**src/rtl/vector_cmd_ctrl.sv**
```systemverilog
// rtl/vector_cmd_ctrl.sv - command/control FSM sequencing vector ops, result load and byte-wise UART transmission
module vector_cmd_ctrl #(
   parameter int NUM_ELEMENTOS    = 1024,
   parameter int BYTES_PER_RESULT = 2,
   parameter int LAT_READ         = 1,
   parameter int LAT_SUM          = 1,
   parameter int LAT_AVG          = 2,
   parameter int LAT_TREE         = $clog2(NUM_ELEMENTOS) + 2,
   parameter int LAT_EUC          = $clog2(NUM_ELEMENTOS) + 18,
   localparam int BSW = (BYTES_PER_RESULT > 1) ? $clog2(BYTES_PER_RESULT) : 1
) (
   input  logic           i_clk,
   input  logic           i_reset,
   input  logic           i_command_ready,
   input  logic [7:0]     i_command,
   input  logic           i_write_done,
   input  logic           i_tx_sent,
   output logic           o_begin_write,
   output logic           o_begin_transmission,
   output logic [BSW-1:0] o_byte_sel,
   output logic           o_read_mem_sel,
   output logic           o_load_mem,
   output logic           o_shift_mem,
   output logic [5:0]     o_enables,
   output logic           o_busy,
   output logic           o_cmd_error
);

   // element counter is one bit wider than needed so it never wraps
   localparam int CW = $clog2(NUM_ELEMENTOS) + 1;
   // timer sized from the latency sum, which bounds every single latency
   localparam int TW = $clog2(LAT_READ + LAT_SUM + LAT_AVG + LAT_TREE + LAT_EUC + 1);

   typedef enum logic [2:0] {
      S_IDLE, S_WRITE, S_COMPUTE, S_STORE, S_SEND, S_WAIT_TX, S_SHIFT
   } state_t;

   state_t          r_state;
   state_t          w_state_nxt;
   logic [7:0]      r_cmd;
   logic [TW-1:0]   r_timer;
   logic [BSW-1:0]  r_byte_sel;
   logic [CW-1:0]   r_elem;
   logic            r_cmd_error;
   logic [2:0]      w_ones;
   logic            w_one_hot;
   logic [TW-1:0]   w_lat_m1;
   logic            w_last_byte;
   logic            w_more;

   // population count of the op field of the incoming command
   always_comb begin
      w_ones = '0;
      for (int k = 0; k < 7; k++) begin
         w_ones = w_ones + {2'b00, i_command[k]};
      end
   end

   assign w_one_hot   = (w_ones == 3'd1);
   assign w_last_byte = (r_byte_sel == BSW'(BYTES_PER_RESULT - 1));
   // only READ/SUM/AVG produce a full vector; scalar ops stop after one element
   assign w_more      = (|r_cmd[3:1]) && (r_elem < CW'(NUM_ELEMENTOS - 1));

   // compute latency (minus one) of the latched op
   always_comb begin
      w_lat_m1 = TW'(LAT_READ - 1);
      if (r_cmd[2])      w_lat_m1 = TW'(LAT_SUM - 1);
      else if (r_cmd[3]) w_lat_m1 = TW'(LAT_AVG - 1);
      else if (r_cmd[4]) w_lat_m1 = TW'(LAT_EUC - 1);
      else if (r_cmd[5]) w_lat_m1 = TW'(LAT_TREE - 1);
      else if (r_cmd[6]) w_lat_m1 = TW'(LAT_TREE - 1);
   end

   // state register
   always_ff @(posedge i_clk) begin
      if (i_reset) r_state <= S_IDLE;
      else         r_state <= w_state_nxt;
   end

   // next-state logic
   always_comb begin
      w_state_nxt = r_state;
      case (r_state)
         S_IDLE:    if (i_command_ready && w_one_hot)
                       w_state_nxt = i_command[0] ? S_WRITE : S_COMPUTE;
         S_WRITE:   if (i_write_done) w_state_nxt = S_IDLE;
         S_COMPUTE: if (r_timer == w_lat_m1) w_state_nxt = S_STORE;
         S_STORE:   w_state_nxt = S_SEND;
         S_SEND:    w_state_nxt = S_WAIT_TX;
         S_WAIT_TX: if (i_tx_sent) begin
                       if (!w_last_byte) w_state_nxt = S_SEND;
                       else if (w_more)  w_state_nxt = S_SHIFT;
                       else              w_state_nxt = S_IDLE;
                    end
         S_SHIFT:   w_state_nxt = S_SEND;
         default:   w_state_nxt = S_IDLE;
      endcase
   end

   // command latch, error flag, timer, byte and element counters
   always_ff @(posedge i_clk) begin
      if (i_reset) begin
         r_cmd       <= '0;
         r_timer     <= '0;
         r_byte_sel  <= '0;
         r_elem      <= '0;
         r_cmd_error <= 1'b0;
      end else begin
         case (r_state)
            S_IDLE: if (i_command_ready) begin
                  if (w_one_hot) begin
                     r_cmd       <= i_command;
                     r_cmd_error <= 1'b0;
                     r_timer     <= '0;
                     r_byte_sel  <= '0;
                     r_elem      <= '0;
                  end else begin
                     r_cmd_error <= 1'b1;
                  end
               end
            S_COMPUTE: r_timer <= r_timer + 1'b1;
            S_WAIT_TX: if (i_tx_sent) begin
                  if (!w_last_byte)  r_byte_sel <= r_byte_sel + 1'b1;
                  else if (!w_more)  r_byte_sel <= '0;
               end
            S_SHIFT: begin
               r_elem     <= r_elem + 1'b1;
               r_byte_sel <= '0;
            end
            default: ;
         endcase
      end
   end

   // decoded outputs
   always_comb begin
      o_begin_write        = (r_state == S_WRITE);
      o_begin_transmission = (r_state == S_SEND);
      o_load_mem           = (r_state == S_STORE);
      o_shift_mem          = (r_state == S_SHIFT);
      o_busy               = (r_state != S_IDLE);
      o_enables            = 6'b0;
      if (r_state != S_IDLE && r_state != S_WRITE) o_enables = r_cmd[6:1];
      o_read_mem_sel       = r_cmd[1] && (r_state != S_IDLE) && !r_cmd[7];
   end

   assign o_byte_sel  = r_byte_sel;
   assign o_cmd_error = r_cmd_error;

endmodule

```
**config.mk**
```make
export PLATFORM = sky130hd
export DESIGN_NAME = vector_cmd_ctrl
export DESIGN_NICKNAME = d
export VERILOG_FILES = /design/src/rtl/vector_cmd_ctrl.sv
export SDC_FILE = /design/constraint.sdc
export NUM_CORES = 1
export LEC_CHECK = 0
export ABC_AREA = 0
export BUFFER_PORTS_ARGS = -buffer_cell sky130_fd_sc_hd__buf_4
export CORE_MARGIN = 1
export CORE_UTILIZATION = 55
export DETAILED_ROUTE_END_ITERATION = 8
export PLACE_DENSITY = 0.78
export RECOVER_POWER = 100
export SYNTH_ARGS = -nofsm -noshare
export SYNTH_HDL_FRONTEND = slang
export SYNTH_SLANG_ARGS = --single-unit
```
**constraint.sdc**
```tcl
create_clock -name i_clk -period 5.4 [get_ports i_clk]
set_input_delay 1.62 -clock i_clk [delete_from_list [all_inputs] [get_ports i_clk]]
set_output_delay 1.62 -clock i_clk [all_outputs]
set_load 0.005 [all_outputs]
```
* Yosys cells after proc, flatten, opt, wreduce, memory -nomap -nowiden
Cells that the tools add are included.
** Storage, ports and cells
- Register bits after elaboration :: 30
- Bits of input ports :: 13
- Logic and storage cells :: 77
** Cells by class
- $lt $le $gt $ge :: 1
- Reduce and logical (&&, ||, !) cells :: 19
- Add/sub/neg operators :: 9
- Mux-type cells :: 27
- Eq/ne operators :: 15
** Operators by type and width (number)
- $mux 11 :: 2
- $pmux 11 s2 :: 1
- $mux 3 :: 6
- $mux 6 :: 3
- $pmux 3 s6 :: 1
- $mux 5 :: 3
- $add 3x1->3 :: 4
- $ne 2x2->1 const B :: 6
- $pmux 6 s2 :: 1
- $add 11x1->11 const B :: 1
- $lt 11x10->1 const B :: 1
- $eq 3x3->1 const B :: 3
- $reduce_and 3->1 :: 3
- $mux 4 :: 2
- $reduce_and 4->1 :: 2
- $add 6x1->6 const B :: 1
- $eq 3x1->1 const B :: 2
- $eq 3x2->1 const B :: 2
- $eq 6x6->1 :: 1
- $mux 1 :: 6
- $reduce_bool 3->1 :: 2
- $logic_and 1x1->1 :: 5
- $reduce_bool 2->1 :: 2
- $add 2x1->3 :: 1
- 10 further kinds :: 10

* Depth between registers and ports, before layout
- Word-level depth :: 10
- Depth in mapped cells :: 12

* Worst setup path after synthesis
No wires, ideal clock.
- Path kind :: input to register
- Start :: in i_command[0]
- End :: reg r_elem[4]
- Required time :: 5.285 ns
- Path slack :: 0.748 ns
- Arrival :: 4.538 ns
- Library setup time :: 0.115 ns
- Stages on the path :: 12
- Cell sequence :: inv_1 > fa_1 > fa_1 > fa_1 > inv_1 > fa_1 > nor4b_4 > buf_4 > nand2_1 > nand2b_1 > buf_4 > nor2_1
** Between the ends
- Cells in the longest elaborated chain, start to end :: 9
** Ends and longest elaborated chain
- from (decl) :: line 15 : input logic [7:0] i_command,
- $add 1x1->2 :: line 55 : w_ones = w_ones + {2'b00, i_command[k]};
- $add 2x1->3 :: line 55
- $add 3x1->3 (4 in a row) :: line 55
- $eq 3x1->1 :: line 59 : assign w_one_hot = (w_ones == 3'd1);
- $ne 2x2->1 (no line)
- $reduce_and 3->1 (no line)
- to (signal assigned) :: line 127 : r_elem <= r_elem + 1'b1;
- to (decl) :: line 43 : logic [CW-1:0] r_elem;
Every way passes these cells.
A chain may end at the register's enable or synchronous reset.

* Worst setup path after layout
- Start :: in i_command[0]
- End :: reg r_elem[2]
The elaborated chain is that of the path after synthesis.

==> impl_metrics.env <==
export IMPL_status="finished, violations left"
export IMPL_violations="design-rule violations"
export IMPL_critPathRequiredTime_ps=5600
export IMPL_drt_iter0_markers=66
export IMPL_drv_cap=0
export IMPL_syn_inst=203
export IMPL_hold_path_class="reg2reg"
export IMPL_die_h_um=57.9
export IMPL_crit_path_max_incr_delay_ps=560
export IMPL_slowest_stage="fa_1"
export IMPL_syn_area_per_cell_sq_um=8.47
export IMPL_vias_per_cell=5.58
export IMPL_synthTopCellsByCount="dfxtp_1, nand2_1, nor2_1"
export IMPL_dp_hpwl_mm=2.72
export IMPL_power_density_nw_per_um2=238
export IMPL_wl_mm=3.64
export IMPL_rows=19
export IMPL_io_pins=27
export IMPL_yosysSeqAreaShare_pct=33.7
export IMPL_netlist_area_sq_um=1720
export IMPL_grt_pass1_wl_mm=6.24
export IMPL_synth_edf_count=0
export IMPL_cp_data_arrival_time_ps=5050
export IMPL_vias=1452
export IMPL_yosysMostFrequentCell="dfxtp_1"
export IMPL_fin_tns_setup_ps=0
export IMPL_syn_nets=222
export IMPL_fin_skew_ps=5.06
export IMPL_yosys_top_cells_area="dfxtp_1, nor4b_4, a21oi_1, fa_1, nand2_1"
export IMPL_area_growth_pct=13.7
export IMPL_cts_resized=0
export IMPL_fin_nets=247
export IMPL_drc_errors=1
export IMPL_crit_fanout=14
export IMPL_cpLargestDelayFamily="adder cells"
export IMPL_cts_tree="done"
export IMPL_synth_cell_types=38
export IMPL_critPathLaunchType="primary input"
export IMPL_cts_max_path_buffers=2
export IMPL_crit_buf_inv=3
export IMPL_final_period_utilization_pct=89.8
export IMPL_drive_gt1_share_pct=18.3
export IMPL_cts_buffers_inserted=5
export IMPL_antenna_left=0
export IMPL_end_kind="register"
export IMPL_yosysTopAreaCell="dfxtp_1"
export IMPL_antenna_found_initial=0
export IMPL_die_area_sq_um=3360
export IMPL_track_usage_pct=24.4
export IMPL_async_reset_ff_share_pct=0
export IMPL_dr_pass1_iters=6
export IMPL_clock_latency_ps=330
export IMPL_min_period_ps=4850
export IMPL_ir_worst_vdd_v=0.000149
export IMPL_worst_slew_pin_slew_ps=929
export IMPL_maxSlewViolCount=0
export IMPL_final_util_pct=68.6
export IMPL_grt_max_degree=22
export IMPL_relSlewSlack_pct=38.0
export IMPL_hold_violations=0
export IMPL_insertedDiodeCount=0
export IMPL_clk_pin_slew_ps=90
export IMPL_ctsHoldBuffers=0
export IMPL_synthFlopType="dfxtp_1"
export IMPL_finalWeightedCongestion=0.817
export IMPL_setup_viol=0
export IMPL_cp_common_cell="fa_1"
export IMPL_ys_ff_latch=29
export IMPL_synth_top_area_share_pct=33.7
export IMPL_grt_overflow_total=0
export IMPL_post_drt_wl_per_cell_um=14.0
export IMPL_clock_fmax_mhz=206
export IMPL_root_buffer="clkbuf_4"
export IMPL_start_util_pct=60.3
export IMPL_p_leak_nw=0.755
export IMPL_grt_setup_unrepaired="false"
export IMPL_core_area_sq_um=2850
export IMPL_grt_pass1_vias=1406
export IMPL_htreeDepth=2
export IMPL_io_buffers=26
export IMPL_clkSinkCount=29
export IMPL_critical_path_class="in2reg"
export IMPL_synth_warnings=0
export IMPL_post_cts_setup_buffers=0
export IMPL_die_w_um=57.9
export IMPL_path_cells="clkbuf_1 > inv_1 > fa_1 > fa_1 > fa_1 > inv_1 > fa_1 > nor4b_4 > nand2_1 > nand2b_1 > nor2_1"
tightest hold or removal path, stage by stage (launching register included):
cell and delay [ps]:
dfxtp_1 320, nand2_1 50, a21oi_1 50
cell families after synthesis:
| kind of cell | Yosys count | share of synthesized area [%] |
|---|---|---|
| AOI/OAI and AO/OA | 30 | 10.2 |
| xor gates and xnor gates | 13 | 6.62 |
| adders and majority gates | 6 | 6.11 |
| buffers and inverters | 22 | 5.82 |
| DFF | 29 | 33.7 |
| muxes | 2 | 1.24 |
| and+or+nand+nor | 101 | 36.3 |
per-stage QoR:
step / area, sq um / cells / power (mW) / setup WS, ps / hold WS [ps]
6_report: 1960 / 260 / 0.466 / 552 / 468
3_5_place_dp: 1910 / 252 / 0.344 / 227 / 456
5_1_grt: 1960 / 260 / 0.489 / 321 / 497
2_1_floorplan: 1720 / 203 / 0.314 / 748 / 437
4_1_cts: 1970 / 260 / 0.468 / 565 / 469
3_3_place_gp: 1910 / 252 / 0.339 / 369 / 444
final cells by class:
class,count,area (sq um)
Multi-Input combinational cell,152,1040
Fill cell,249,897
Sequential cell,29,581
Timing Repair Buffer,28,203
Inverter,12,45.0
Clock buffer,6,41.3
Tap cell,31,38.8
Clock inverter,2,10.0
per-layer routing:
layer  GRT usage (%)  routed length (um)  up-vias  part of all wire (%)
met3            6.70                 152        2                   4.2
met2            37.8                1780       31                    49
li1                -                   -      742                     -
met1            33.2                1690      677                    46
met4            7.82                  15        0                  0.41
met5               0                   0        -                     0
report_power, final:
part / leakage (nW) / total [mW] / switching (mW) / internal, mW
registers: 0.234 / 0.235 / 0.0139 / 0.221
logic: 0.489 / 0.103 / 0.0602 / 0.0429
clock network: 0.0320 / 0.128 / 0.0784 / 0.0495
final timing paths:
check,end,slack [ps],start,cells past startpoint
max,r_elem[2],550,i_command[0],11
min,r_cmd[7],470,r_cmd[7],2
max reg2reg,r_elem[2],3140,r_state[0],5
min reg2reg,r_cmd[7],470,r_cmd[7],2
cells in the final DEF (no fill, tap or decap), types with 4 or more instances in the layout:
| cell | n |
|---|---|
| nand2_1 | 21 |
| xor2_1 | 4 |
| o21ai_0 | 5 |
| xnor2_1 | 9 |
| nor3b_1 | 6 |
| fa_1 | 4 |
| buf_4 | 16 |
| a21oi_1 | 16 |
| nor2_1 | 22 |
| inv_1 | 12 |
| nand3_1 | 10 |
| nand4_1 | 4 |
| dfxtp_1 | 29 |
| nor3_1 | 6 |
| clkbuf_4 | 15 |
| nor2b_1 | 8 |
| nor4b_4 | 4 |
state kept, by name, indices dropped and copies added (netlist names):
signal       flops
r_timer          6
r_state          3
o_cmd_error      1
o_byte_sel       1
r_elem          11
r_cmd            7
Note: power is estimated with default switching activity, not from simulation.
